[config.mk]
export PLATFORM = sky130hd
export DESIGN_NAME = reset_sequencer
export DESIGN_NICKNAME = d
export VERILOG_FILES = /design/src/rtl/reset_sequencer.sv
export SDC_FILE = /design/constraint.sdc
export NUM_CORES = 1
export LEC_CHECK = 0
export ABC_AREA = 1
export BUFFER_PORTS_ARGS = -buffer_cell sky130_fd_sc_hd__buf_2
export CAP_MARGIN = 30
export CORE_ASPECT_RATIO = 1.25
export CORE_MARGIN = 2
export CORE_UTILIZATION = 55
export CTS_CLUSTER_DIAMETER = 150
export DETAILED_ROUTE_END_ITERATION = 10
export PLACE_DENSITY = 0.74
export SLEW_MARGIN = 5
export SYNTH_ARGS = -nofsm -noshare
export SYNTH_HDL_FRONTEND = slang
export SYNTH_SLANG_ARGS = --single-unit
[constraint.sdc]
create_clock -name clock -period 3.4 [get_ports clock]
set_clock_uncertainty 0.1 [all_clocks]
set_input_delay 0.68 -clock clock [delete_from_list [all_inputs] [get_ports clock]]
set_output_delay 0.68 -clock clock [all_outputs]
set_load 0.01 [all_outputs]
[src/rtl/reset_sequencer.sv]
// Reset sequencer: synchronises a push-button reset, stretches it, then releases reset_out bits in ascending order.
// Optional soft re-sequence input is enabled by defining RESET_SEQ_SOFT_REQ_EN.
module reset_sequencer #(
  parameter int SYNC_STAGES    = 3,
  parameter int STRETCH_CYCLES = 16,
  parameter int STAGGER_CYCLES = 4,
  parameter int NUM_OUTPUTS    = 4
) (
  input  logic                   clock,
  input  logic                   reset_in_n,
`ifdef RESET_SEQ_SOFT_REQ_EN
  input  logic                   soft_reset_req,
`endif
  output logic [NUM_OUTPUTS-1:0] reset_out,
  output logic                   reset_done
);

  localparam int MAX_CYCLES = (STRETCH_CYCLES > STAGGER_CYCLES) ? STRETCH_CYCLES : STAGGER_CYCLES;
  localparam int CNT_W      = $clog2(MAX_CYCLES + 1);
  localparam int IDX_W      = $clog2(NUM_OUTPUTS + 1);

  localparam logic [CNT_W-1:0] STRETCH_END = CNT_W'(STRETCH_CYCLES);
  localparam logic [CNT_W-1:0] STAGGER_END = CNT_W'(STAGGER_CYCLES);
  localparam logic [CNT_W-1:0] CNT_ONE     = CNT_W'(1);
  localparam logic [IDX_W-1:0] IDX_ONE     = IDX_W'(1);
  localparam logic [IDX_W-1:0] LAST_IDX    = IDX_W'(NUM_OUTPUTS - 1);

  typedef enum logic [1:0] {
    HOLD,
    STRETCH,
    STAGGER,
    DONE
  } state_t;

  state_t                 state;
  state_t                 next_state;
  logic [SYNC_STAGES-1:0] sync_q;
  logic [CNT_W-1:0]       cnt;
  logic [CNT_W-1:0]       next_cnt;
  logic [IDX_W-1:0]       idx;
  logic [IDX_W-1:0]       next_idx;
  logic [NUM_OUTPUTS-1:0] next_reset_out;
  logic                   next_done;
  logic                   soft_req;
  logic                   sync_released;

`ifdef RESET_SEQ_SOFT_REQ_EN
  assign soft_req = soft_reset_req;
`else
  assign soft_req = 1'b0;
`endif

  assign sync_released = ~sync_q[SYNC_STAGES-1];

  // Every flop presets asynchronously; release only propagates through the synchroniser chain.
  always_ff @(posedge clock or negedge reset_in_n) begin
    if (!reset_in_n) begin
      sync_q     <= '1;
      state      <= HOLD;
      cnt        <= '0;
      idx        <= '0;
      reset_out  <= '1;
      reset_done <= 1'b0;
    end else begin
      sync_q     <= {sync_q[SYNC_STAGES-2:0], 1'b0};
      state      <= next_state;
      cnt        <= next_cnt;
      idx        <= next_idx;
      reset_out  <= next_reset_out;
      reset_done <= next_done;
    end
  end

  // Leaving HOLD preloads the counter with 1 since the HOLD exit edge already counts toward the stretch.
  always_comb begin
    next_state = state;
    next_cnt   = cnt;
    next_idx   = idx;
    if (soft_req) begin
      next_state = STRETCH;
      next_cnt   = '0;
      next_idx   = '0;
    end else begin
      case (state)
        HOLD: begin
          if (sync_released) begin
            next_state = STRETCH;
            next_cnt   = CNT_ONE;
          end
        end
        STRETCH: begin
          if (cnt == STRETCH_END) begin
            next_idx   = IDX_ONE;
            next_cnt   = CNT_ONE;
            next_state = (NUM_OUTPUTS == 1) ? DONE : STAGGER;
          end else begin
            next_cnt = cnt + CNT_ONE;
          end
        end
        STAGGER: begin
          if (cnt == STAGGER_END) begin
            next_cnt = CNT_ONE;
            next_idx = idx + IDX_ONE;
            if (idx == LAST_IDX) begin
              next_state = DONE;
            end
          end else begin
            next_cnt = cnt + CNT_ONE;
          end
        end
        DONE: begin
        end
        default: begin
          next_state = HOLD;
          next_cnt   = '0;
          next_idx   = '0;
        end
      endcase
    end
  end

  // Outputs are decoded from the next state so the registered copies change on the transition edge.
  always_comb begin
    next_reset_out = '1;
    next_done      = 1'b0;
    case (next_state)
      STAGGER: begin
        for (int i = 0; i < NUM_OUTPUTS; i++) begin
          if (i < int'(next_idx)) begin
            next_reset_out[i] = 1'b0;
          end
        end
      end
      DONE: begin
        next_reset_out = '0;
        next_done      = 1'b1;
      end
      default: begin
      end
    endcase
  end

endmodule

==> metrics.yaml <==
drt:
  drtIter0Drc: 7
  postRouteAntennaNets: 0
  drc_errors_left: 0
  post_drt_wl_per_cell_um: 11.89
  detailed_route_via_count: 762
  dr.pass1.iters: 4
  detail_route.wirelength_um: 1748
  avgViaCountPerCell: 5.184
synthesis:
  syn_inst: 119
  ys_ff_latch: 18
  synth_top_area_share_pct: 26.67
  syn_avg_cell_area_um2: 8.674
  mapped_nets: 129
  synth-xor-area-share_pct: 1.697
  post_synth_fa_ha_maj_area_fraction_pct: 9.697
  synth_top_family_by_area: "simple AND/OR/NAND/NOR gates"
  synthFlopType: "dfrtp_1"
  synth_most_common_cell: "nand2_1"
  ys_seq_area_share_pct: 44.48
  yosys.cell_types.count: 24
  netlist_top_cells_count: "26 x nand2_1, 21 x inv_1, 11 x dfrtp_1"
  synth-async-reset-ratio_pct: 100.0
  synth-edff-count: 0
  synth_compound_gate_area_share_pct: 7.030
  yosysWarningCount: 0
  yosys.area_share.simple_pct: 28.12
  post_synth_instance_area_mm2: 0.001032
  yosys-top-cells-area: "dfrtp_1 27%, dfstp_2 18%, ha_1 9.7%"
  synth.area.mux_share_pct: 0
  synth_top_area_cell: "dfrtp_1"
clock_network:
  clock_path_buffers: 2
  cts.repair_timing.setup_buffer_count: 0
  cts_tree: "built"
  clk-insertion-delay-late_ns: 0.29
  tritoncts_sink_count: 18
  clk_pin_slew_worst_paths_ns: 0.11
  htreeDepth: 1
  ctsResizeCount: 0
  cts_hold_buf: 0
  cts_root_buffer: "clkbuf_4"
  cts-buffers-inserted: 3
global_routing:
  grt_max_degree: 19
  first_global_vias: 798
  all_layer_gr_usage_pct: 18.85
  grt_overflow: 0
  grt_antenna_before_repair: 0
  grt_pass1_wl_um: 3160
die:
  design.portCount: 7
  die_width_um: 42.75
  initial_core_util_pct: 58.47
  placeableCoreArea_mm2: 0.001765
  die_footprint_mm2: 0.002242
  die_h_um: 52.44
  row_count: 17
placement:
  area_of_placed_instances_mm2: 0.001081
  number_of_buffer_cells_added_on_primary_ports: 6
  place_hpwl_um: 1448
  routabilityCongestion: 0.8435
  place_ws_ns: 1.589
final_layout:
  n_antenna_cell: 0
  final_net_count: 139
  final_design_area_no_fill_mm2: 0.001117
  sequential_cell_area_um2: 459.2
  multiInputGateArea_um2: 484.2
  layout.filler_cells: 154
  share_of_post_route_cells_with_drive_strength_above_1_pct: 26.56
  area_delta_synth_final_pct: 8.242
min_path:
  hold_path_class: "in2async"
critical_path:
  path_max_fanout: 8
  cp.required_ns: 3.54
  crit_buf_inv: 2
  slowest_stage: "dfrtp_1"
  criticalPathCategory: "reg2reg"
  worstSetupEndpointType: "register"
  startpoint_type: "register"
  worstPathCellList: "inv_1, ha_1, o21ai_0, inv_1, nand2_1, o21ai_0, nand2_1"
  worst_path_largest_cell_delay_ns: 0.42
  critical_path.top_delay_family: "flip-flops"
  critPathArrivalTime_ns: 1.95
  worst-r2r-setup-slack_ns: 1.58
power:
  cellLeakagePower_nw: 0.5865
  cellPowerDensity_mw_per_mm2: 315.3
  total_power_w: 0.0003523
  vdd_ir_drop_max_v: 0.0002502
run:
  timing.max_cap.violations: 0
sta:
  max_freq_mhz: 550.3
  totalNegativeSetupSlack_ns: 0
  layout_setup_ws_ns: 1.583
  final-hold-violation-count: 0
  final.hold.worst_slack_ns: 0.1900
  finalCritPeriodShare_pct: 53.44
  final-max-slew-violation-count: 0
  finalWorstPathRequiredPeriod_ns: 1.817
  grt_setup_unrepaired: "false"
  setup-violations-final: 0
outcome:
  outcome: "finished, final reports clean"
## placed cells by master, fill, tap and decap left out, drive strengths merged
cell type and count:
nand4 1, dfrtp 11, buf 6, xor2 2, inv 21, a21oi 5, nand3b 1, a31oi 1
dfstp 7, nand2 33, ha 8, o22ai 2, conb 1, clkbuf 4, clkinv 1, o21ai 5
nor2 6, nor3 1, nand3 12
## worst paths after layout
kind	to	cells past startpoint	from
max	cnt[0]$_DFFE_PN0P_	7	state[0]$_DFF_PN0_
min	cnt[3]$_DFFE_PN0P_	1	reset_in_n
min reg2reg	sync_q[2]$_DFF_PN1_	0	sync_q[1]$_DFF_PN1_
max reg2reg	cnt[0]$_DFFE_PN0P_	7	state[0]$_DFF_PN0_
max in group asynchronous	reset_out[0]$_DFF_PN1_	1	reset_in_n
min in group clock	sync_q[2]$_DFF_PN1_	0	sync_q[1]$_DFF_PN1_
## through the flow
| step | std cells | util (%) |
|---|---|---|
| after CTS | 147 | 63.29 |
| after global routing | 147 | 63.29 |
| final | 147 | 63.29 |
| after detailed placement | 143 | 61.23 |
| after global placement | 143 | 61.23 |
| after floorplan | 119 | - |
## cells by family (layout without fill, tap and decap cells)
family,count (synthesis),count (layout)
adder cells (fa/ha/maj),8,8
buffers and inverters,23,32
AND/OR/NAND/NOR,54,54
flip-flops,18,18
other,1,1
XOR/XNOR,2,2
AO/OA/AOI/OAI,13,13
## per-layer routing
| metal | track usage (%) | part of all wire, % | vias up |
|---|---|---|---|
| li1 | - | - | 390 |
| met1 | 18.42 | 40 | 354 |
| met2 | 37.37 | 55 | 14 |
| met3 | 2.414 | 2.6 | 4 |
| met4 | 9.896 | 2.2 | 0 |
| met5 | 0 | 0 | - |
## area by class of cell
class                           count  area share [%]
Multi-Input combinational cell     78           43.34
Sequential cell                    18           41.10
Inverter                           22           7.503
Clock buffer                        4           3.247
Timing Repair Buffer                6           2.688
Tap cell                           19           2.128
## sequential cells by signal, summed over array words and instances (netlist names)
name,flops
cnt,5
reset_done,1
idx,3
state,2
sync_q,3
reset_out,4
## power breakdown
part	switching, W	leakage [nW]	internal, W
sequential	0.000000590	0.200	0.000217
clock	0.0000645	0.0210	0.0000652
combinational	0.00000407	0.365	0.000000525
total	0.0000691	0.587	0.000283
Power figures use the tool's default switching activity.
